**config.mk**
```make
export PLATFORM = sky130hd
export DESIGN_NAME = lifo_stack_flat
export DESIGN_NICKNAME = d
export VERILOG_FILES = /design/src/rtl/lifo_stack_pkg.sv /design/src/rtl/lifo_stack_if.sv /design/src/rtl/lifo_stack_mem.sv /design/src/rtl/lifo_stack.sv /design/src/flat_wrapper.sv
export SDC_FILE = /design/constraint.sdc
export NUM_CORES = 1
export LEC_CHECK = 0
export BUFFER_PORTS_ARGS = -buffer_cell sky130_fd_sc_hd__clkbuf_2
export CELL_PAD_IN_SITES_DETAIL_PLACEMENT = 0
export CELL_PAD_IN_SITES_GLOBAL_PLACEMENT = 1
export CORE_MARGIN = 2
export CORE_UTILIZATION = 49
export CTS_CLUSTER_DIAMETER = 120
export DETAILED_ROUTE_END_ITERATION = 12
export HOLD_SLACK_MARGIN = 0.02
export PLACE_DENSITY = 0.81
export SYNTH_ARGS = -nofsm -noshare
export SYNTH_HDL_FRONTEND = slang
export SYNTH_SLANG_ARGS = --single-unit
```
**constraint.sdc**
```tcl
create_clock -name clk -period 4.1 [get_ports clk]
set_input_delay 0.41 -clock clk [delete_from_list [all_inputs] [get_ports clk]]
set_output_delay 0.41 -clock clk [all_outputs]
set_load 0.05 [all_outputs]
```
**src/rtl/lifo_stack_pkg.sv**
```systemverilog
// Shared constants, operation encoding and the push/pop decode for lifo_stack.
// Optional error flags are enabled with LIFO_STACK_ERR_FLAGS_EN.
package lifo_stack_pkg;

  localparam int unsigned DATA_WIDTH_DEF = 32;
  localparam int unsigned ADDR_WIDTH_DEF = 4;

  typedef enum logic [1:0] {
    OP_NONE,
    OP_PUSH,
    OP_POP,
    OP_REPL
  } op_e;

  // Resolve the request pair against the current occupancy flags.
  function automatic op_e decode_op(input logic push, input logic pop,
                                    input logic full, input logic empty);
    op_e op;
    op = OP_NONE;
    if (push && pop) begin
      op = empty ? OP_PUSH : OP_REPL;
    end else if (push) begin
      op = full ? OP_NONE : OP_PUSH;
    end else if (pop) begin
      op = empty ? OP_NONE : OP_POP;
    end
    return op;
  endfunction

endpackage

```
**src/rtl/lifo_stack_if.sv**
```systemverilog
// Request/response bundle between a stack user (master) and lifo_stack (slave).
// overflow/underflow exist only when LIFO_STACK_ERR_FLAGS_EN is defined.
interface lifo_stack_if
  import lifo_stack_pkg::*;
#(
  parameter int unsigned DATA_WIDTH = DATA_WIDTH_DEF
);

  logic                  push;
  logic                  pop;
  logic [DATA_WIDTH-1:0] wr_data;
  logic [DATA_WIDTH-1:0] rd_data;
  logic                  full;
  logic                  empty;
`ifdef LIFO_STACK_ERR_FLAGS_EN
  logic                  overflow;
  logic                  underflow;
`endif

  modport master (
    output push, pop, wr_data,
    input  rd_data, full, empty
`ifdef LIFO_STACK_ERR_FLAGS_EN
    , input overflow, underflow
`endif
  );

  modport slave (
    input  push, pop, wr_data,
    output rd_data, full, empty
`ifdef LIFO_STACK_ERR_FLAGS_EN
    , output overflow, underflow
`endif
  );

endinterface

```
**src/rtl/lifo_stack_mem.sv**
```systemverilog
// Register-array storage for lifo_stack: one synchronous write port and one
// asynchronous read port.
module lifo_stack_mem #(
  parameter int unsigned DATA_WIDTH = 32,
  parameter int unsigned ADDR_WIDTH = 4
) (
  input  logic                  clk,
  input  logic                  we,
  input  logic [ADDR_WIDTH-1:0] waddr,
  input  logic [DATA_WIDTH-1:0] wdata,
  input  logic [ADDR_WIDTH-1:0] raddr,
  output logic [DATA_WIDTH-1:0] rdata
);

  logic [DATA_WIDTH-1:0] mem [2**ADDR_WIDTH];

  // Write port; contents are intentionally not reset.
  always_ff @(posedge clk) begin
    if (we) begin
      mem[waddr] <= wdata;
    end
  end

  assign rdata = mem[raddr];

endmodule

```
**src/rtl/lifo_stack.sv**
```systemverilog
// LIFO stack of 2**ADDR_WIDTH words with a show-ahead top on rd_data.
// Reset (arst_n) is synchronous and active-high despite its name.
// Define LIFO_STACK_ERR_FLAGS_EN to add registered overflow/underflow pulses.
module lifo_stack
  import lifo_stack_pkg::*;
#(
  parameter int unsigned DATA_WIDTH = DATA_WIDTH_DEF,
  parameter int unsigned ADDR_WIDTH = ADDR_WIDTH_DEF
) (
  input  logic        clk,
  input  logic        arst_n,
  lifo_stack_if.slave bus
);

  localparam logic [ADDR_WIDTH:0] DEPTH = {1'b1, {ADDR_WIDTH{1'b0}}};

  logic [ADDR_WIDTH:0]   count;
  logic [ADDR_WIDTH-1:0] top_idx;
  logic [ADDR_WIDTH-1:0] waddr;
  logic [DATA_WIDTH-1:0] mem_rdata;
  logic                  we;
  op_e                   op;

  assign bus.empty = (count == '0);
  assign bus.full  = (count == DEPTH);

  // Low-bit subtraction wraps DEPTH to DEPTH-1, so the top index needs no extra bit.
  assign top_idx = count[ADDR_WIDTH-1:0] - ADDR_WIDTH'(1);

  assign op    = decode_op(bus.push, bus.pop, bus.full, bus.empty);
  assign we    = !arst_n && (op == OP_PUSH || op == OP_REPL);
  assign waddr = (op == OP_REPL) ? top_idx : count[ADDR_WIDTH-1:0];

  lifo_stack_mem #(
    .DATA_WIDTH(DATA_WIDTH),
    .ADDR_WIDTH(ADDR_WIDTH)
  ) u_mem (
    .clk  (clk),
    .we   (we),
    .waddr(waddr),
    .wdata(bus.wr_data),
    .raddr(top_idx),
    .rdata(mem_rdata)
  );

  assign bus.rd_data = bus.empty ? '0 : mem_rdata;

  // Occupancy counter; saturation comes from the decode never issuing an illegal op.
  always_ff @(posedge clk) begin
    if (arst_n) begin
      count <= '0;
    end else begin
      case (op)
        OP_PUSH: count <= count + (ADDR_WIDTH+1)'(1);
        OP_POP:  count <= count - (ADDR_WIDTH+1)'(1);
        default: count <= count;
      endcase
    end
  end

`ifdef LIFO_STACK_ERR_FLAGS_EN
  // One-cycle pulses flagging a dropped push or pop.
  always_ff @(posedge clk) begin
    if (arst_n) begin
      bus.overflow  <= 1'b0;
      bus.underflow <= 1'b0;
    end else begin
      bus.overflow  <= bus.push && !bus.pop && bus.full;
      bus.underflow <= bus.pop && !bus.push && bus.empty;
    end
  end
`endif

endmodule

```
**src/flat_wrapper.sv**
```systemverilog
// flat-port wrapper written by rule: the top's interface ports become plain ports
module lifo_stack_flat import lifo_stack_pkg::*;
#(
  parameter int unsigned DATA_WIDTH = DATA_WIDTH_DEF,
  parameter int unsigned ADDR_WIDTH = ADDR_WIDTH_DEF
)
  (clk, arst_n, bus_push, bus_pop, bus_wr_data, bus_rd_data, bus_full, bus_empty);
  lifo_stack_if #(.DATA_WIDTH(DATA_WIDTH)) bus_i ();
  input  logic clk;
  input  logic arst_n;
  input wire logic [$bits(bus_i.push)-1:0] bus_push;
  input wire logic [$bits(bus_i.pop)-1:0] bus_pop;
  input wire logic [$bits(bus_i.wr_data)-1:0] bus_wr_data;
  output wire logic [$bits(bus_i.rd_data)-1:0] bus_rd_data;
  output wire logic [$bits(bus_i.full)-1:0] bus_full;
  output wire logic [$bits(bus_i.empty)-1:0] bus_empty;
  assign bus_i.push = bus_push;
  assign bus_i.pop = bus_pop;
  assign bus_i.wr_data = bus_wr_data;
  assign bus_rd_data = bus_i.rd_data;
  assign bus_full = bus_i.full;
  assign bus_empty = bus_i.empty;
  lifo_stack #(.DATA_WIDTH(DATA_WIDTH), .ADDR_WIDTH(ADDR_WIDTH)) u_core (.clk(clk), .arst_n(arst_n), .bus(bus_i));
endmodule
```
# Word-level counts from Yosys, hierarchy flattened
# Memories as Yosys holds them, arrays and structs flattened.
# Index checks and enable logic that the tools add are counted.
# totals
register_bits,5
ramBits,512
input_bits,36
output_inout_bits,34
wordCells,26
mem_count,1
# mem_list
name,depth,width,rd,rd_ports_with_merged_regs,write_ports,line_no,source
u_core.u_mem.mem,16,32,1,0,1,lifo_stack_mem.sv:15,logic [DATA_WIDTH-1:0] mem [2**ADDR_WIDTH];
# op_classes
add_sub_neg,3
n_eq_ne,4
mux,11
reduce_logical,6
# ops
op,n
$mux 32,1
$mux 2,5
$pmux 5 s2,1
$add 5x1->5 const B,1
$eq 5x5->1 const B,1
$logic_not 5->1,1
$sub 5x1->5 const B,1
$eq 2x2->1 const B,2
$mux 4,1
$sub 4x1->4 const B,1
$mux 1,3
$eq 2x1->1 const B,1
$logic_and 1x1->1,2
$reduce_bool 2->1,1
$logic_not 1->1,1
$logic_or 1x1->1,1

# Depth between registers and ports, before layout
# logic_depth
ltp_word,10
depth_mapped,14
depth_no_buf,12

# Modules after synthesis
# Synthesis repeated with hierarchy kept, for this count alone.
# unflattened
cells_unflattened,903
area_unflattened_um2,19926.6
# by_module_without_submodules
module,n_inst,cells_each,area_each_um2
lifo_stack_mem,1,806,19213.4
lifo_stack,1,97,713.2

# Worst setup path after synthesis
# Ideal clock, no wire load.
# synth_path
kind,reg2reg
startpoint,register u_core.count[0]
endpoint,memory u_core.u_mem.mem[12][0] (enable)
setup_time_ns,0.421
t_arrival_ns,5.109
slack_ns,-1.430
path_stages_with_launch,13
path_buffers,3
synth_period_minus_slack_ns,5.530
cell_sequence,dfxtp_1 -> buf_2 -> buf_2 -> inv_1 -> ha_1 -> nor4bb_1 -> a21bo_2 -> inv_1 -> ha_1 -> clkbuf_1 -> o31ai_1 -> nand2_1 -> nor2_1
# synth_via
word_cells_on_any_way,16
cone_classes,add/sub (1); eq/ne (3); mux (9); reduce/logical (3)
# synth_rtl
element,line_no,source
start: declaration,lifo_stack.sv:17,logic [ADDR_WIDTH:0] count;
start signal: assignment,lifo_stack.sv:54,OP_PUSH: count <= count + (ADDR_WIDTH+1)'(1);
start signal: assignment,lifo_stack.sv:55,OP_POP: count <= count - (ADDR_WIDTH+1)'(1);
start signal: assignment,lifo_stack.sv:56,default: count <= count;
$sub 4x1->4,lifo_stack.sv:28,assign top_idx = count[ADDR_WIDTH-1:0] - ADDR_WIDTH'(1);
net u_core.top_idx[0],lifo_stack.sv:18,logic [ADDR_WIDTH-1:0] top_idx;
$mux 4,lifo_stack.sv:32,assign waddr = (op == OP_REPL) ? top_idx : count[ADDR_WIDTH-1:0];
end: declaration,lifo_stack_mem.sv:15,
# The timed path passes the listed nets, and every way through them passes these cells.

# Final worst setup path
# layout_path
startpoint,register u_core.count[1]
endpoint,output bus_rd_data[17]
# layout_via
elab_chain_len,3
word_cells_on_any_way,4
cone_classes,add/sub (1); mux (1); reduce/logical (1); memory (1)
# layout_lines
element,line_no,source
$sub 4x1->4,lifo_stack.sv:28,
$mem_v2 16x32,--,
$mux 32 *,lifo_stack.sv:46,assign bus.rd_data = bus.empty ? '0 : mem_rdata;
end: declaration,flat_wrapper.sv:14,output wire logic [$bits(bus_i.rd_data)-1:0] bus_rd_data;
# Every way passes the cells marked *; elsewhere a longest branch is shown, timed or not.

==> run_results.csv <==
group,metric,value,unit
run_status,outcome,"completed",
synth,synth_commonest_cells,"edfxtp_1 (512), mux4_2 (128), a21oi_1 (35), a22oi_1 (34), a22oi_2 (30)",
layout,regArea,15500,um^2
worst_setup_path,rr_startpoint,"u_core.count[1]",
worst_setup_path,r2r_slack,0.52,ns
layout,instances_no_fill,1576,
grt,antenna_found_initial,0,
clocking,root_buffer,"clkbuf_16",
place,dp.cells,1481,
synth,synthFlopType,"edfxtp_1",
route,drt_pass1_iterations,5,
grt,grt_pass1_vias,9638,
worst_setup_path,crit_type,"reg -> out",
place,place_congestion,0.733,
sta,slew_viol_final,0,
sta,clock.fmax,256,MHz
worst_setup_path,cp_data_arrival_time,3.49,ns
worst_setup_path,cp_num_cells,7,
route,postRouteWirelength,40.6,mm
synth,synth_nets,934,
clocking,cts_buffers,48,
worst_setup_path,crit_buf_inv,2,
hold_path,holdCritStartpoint,"arst_n",
worst_setup_path,crit_chain,"inv_1 -> ha_1 -> nor2_1 -> a22o_4 -> a22oi_2 -> a21oi_1 -> clkbuf_2",
sta,hold_viol,0,
die,die_height,206,um
die,fp-row-count,74,
route,vias,9475,
synth,synth.top_cell.area_share,76.7,%
synth,synth_area_per_cell,22.5,um^2
clocking,clock_latency,0.56,ns
synth,synth-async-reset-ratio,0,%
synth,synth_area_leaders,"edfxtp_1 (77%), mux4_2 (14%), a22oi_2 (1.9%), a22oi_1 (1.3%), a21oi_1 (0.87%)",
power_and_ir_drop,total_power,17.6,mW
route,drc_errors,0,
worst_setup_path,critical_path.startpoint,"u_core.count[1]",
route,ant_nets,0,
worst_setup_path,worstPathMaxFanout,32,
route,avgRoutedWirePerCell,25.8,um
die,coreArea,40600,um^2
grt,grt_util_met2,32.0,%
synth,synthCells,890,
synth,synth.distinct_cells,41,
grt,grt_overflow_total,0,
grt,grt_pass1_wl,61.0,mm
grt,busiest_layer,"met2",
route,avgViaCountPerCell,6.01,
synth,syn-cell-area,20100,um^2
clocking,cts_tree,"built",
layout,multiInputGateArea,4470,um^2
synth,synth_most_common_cell,"edfxtp_1",
power_and_ir_drop,peakVddDrop,458,uV
die,die_x,206,um
sta,setup_violations,0,
worst_setup_path,critical-path-top-delay-family,"compound AO/OA/AOI/OAI gates",
synth,yosysSeqAreaShare,77.2,%
die,die-area,42600,um^2
grt,grt_max_degree,101,
sta,min_period,3.90,ns
sta,max-slew-margin-rel,19.7,%
synth,synth-seq-cells,517,
sta,post-route-period-util,95.2,%
worst_setup_path,cpMaxStageDelayCell,"a22o_4",
sta,clock_skew,0.00745,ns
worst_setup_path,worstSetupEndpointType,"output port",
die,initial_core_util,49.3,%
layout,area_growth,14.6,%
synth,yosys_warnings,0,
worst_setup_path,crit_required,3.69,ns
layout,fillers,2897,
worst_setup_path,cp_slowest_stage_delay,0.67,ns
power_and_ir_drop,p_per_area,767,nW/um^2
worst_setup_path,crit_end,"bus_rd_data[17]",
route,first_iter_violations,969,
layout,drive_gt1_share,35.6,%
sta,worst_pin_slew,1.19,ns
grt,grt.total_usage,19.6,%
grt,grt_use_met3,3.20,%
place,dpl.hpwl,22.5,mm
clocking,clockBufferDepth,3,
synth,synth-edff-count,512,
worst_setup_path,reg2reg_to,"u_core.u_mem.mem[13][2]",
die,io_pins,70,
worst_setup_path,setup.worst_path.start_class,"register",
power_and_ir_drop,p_leak,7.16,nW
hold_path,hold_path_class,"in -> reg",
clocking,cts_hold_buf,0,
layout,nNetsFinal,1054,
clocking,clkSinkCount,517,
synth,synth_largest_area_cell,"edfxtp_1",
grt,use_met1,27.8,%
clocking,htreeDepth,2,
layout,antenna_cells,0,
job,drv_cap,0,
worst_setup_path,reg2regPathDepth,10,
clocking,path_clk_slew,0.06,ns
place,portBuffers,69,
[worst reg2reg max path, cell delays in order, from the launching register on]
cell and delay, ns:
dfxtp_1 0.50, inv_1 0.22, ha_4 0.21, nor4bb_4 0.16, a21bo_2 0.26, inv_1 0.05
ha_1 0.38, nand2_1 0.22, a31oi_1 0.77, nor2_4 0.28, buf_12 0.28
[cell usage in the layout, fill, tap and decap left out, drive strengths merged]
master and n:
nand3 3, mux4 128, nand2 6, o21ai 4, a211oi 3, a22o 1
nor2 27, o22ai 2, o31ai 2, o2bb2ai 1, nor2b 4, or3 1
a21oi 35, nor4bb 1, clkinv 26, a21o 1, clkbuf 125, nor3b 2
mux2i 2, nand3b 1, nand2b 2, mux2 1, edfxtp 512, and3b 1
dfxtp 5, a31oi 1, and2 1, a21bo 1, bufinv 1, nor4b 1
a22oi 64, a2111oi 1, buf 52, clkinvlp 1, nor3 7, ha 7
fa 1, inv 7, xnor2 3
[metal layers]
layer | share of wire (%) | wire (um)
met1 | 42 | 17100
met2 | 50 | 20100
met3 | 6.1 | 2480
met4 | 2.3 | 920
met5 | 0 | 0
[power by group]
part           internal, mW  switching [mW]  total, mW
clock network          2.27            1.82       4.09
registers              6.12           0.122       6.24
logic                  2.62            4.68       7.30
total                  11.0            6.62       17.6
[kinds of logic (layout without fill, tap and decap cells)]
kind of cell               count (synthesis)  in the layout  synth area share [%]
AOI/OAI and AO/OA                        116            116                  4.75
xor gates and xnor gates                   3              3                 0.131
adders and majority gates                  8              8                 0.536
buffers and inverters                     58            212                  1.46
DFF                                      517            517                  77.2
muxes                                    131            131                  14.5
and+or+nand+nor                           57             57                  1.43
[worst min-delay path by stage]
stage / cells after the start / to / slack, ns
global route: 2 / u_core.count[0] / 0.15
finish: 2 / u_core.count[0] / 0.12
global placement: 2 / u_core.count[1] / 0.59
detailed placement: 2 / u_core.count[1] / 0.60
CTS: 2 / u_core.count[0] / 0.12
floorplan: 1 / u_core.count[0] / 0.48
[state kept, by name (all words and copies together), names as in the netlist]
name,flops
u_core.count,5
u_core.u_mem.mem,512
[per-stage QoR]
step           setup TNS [ns]  utilization (%)  area (um^2)  setup WS (ns)  hold WS [ns]
2_1_floorplan               0                -        20200         0.0269         0.482
3_3_place_gp                0             52.7        21400          0.654         0.585
3_5_place_dp                0             52.7        21400          0.581         0.603
4_1_cts                     0             56.2        22900         0.0231         0.116
5_1_grt             -0.000723             56.6        23000      -0.000723         0.147
6_report                    0             56.6        23000          0.197         0.124
[timing repair]
| item | CTS | global route |
|---|---|---|
| buffers inserted | 0 | 11 |
| resized for setup | 0 | 1 |
| endpoints found under the setup margin | 0 | 13 |
[final cells by class]
class | instances | area share [%]
Clock buffer | 56 | 5.54
Clock inverter | 28 | 0.707
Inverter | 7 | 0.114
Multi-Input combinational cell | 315 | 19.5
Sequential cell | 517 | 67.3
Tap cell | 532 | 2.89
Timing Repair Buffer | 121 | 3.98
No activity file was read; power rests on OpenSTA's default activity.
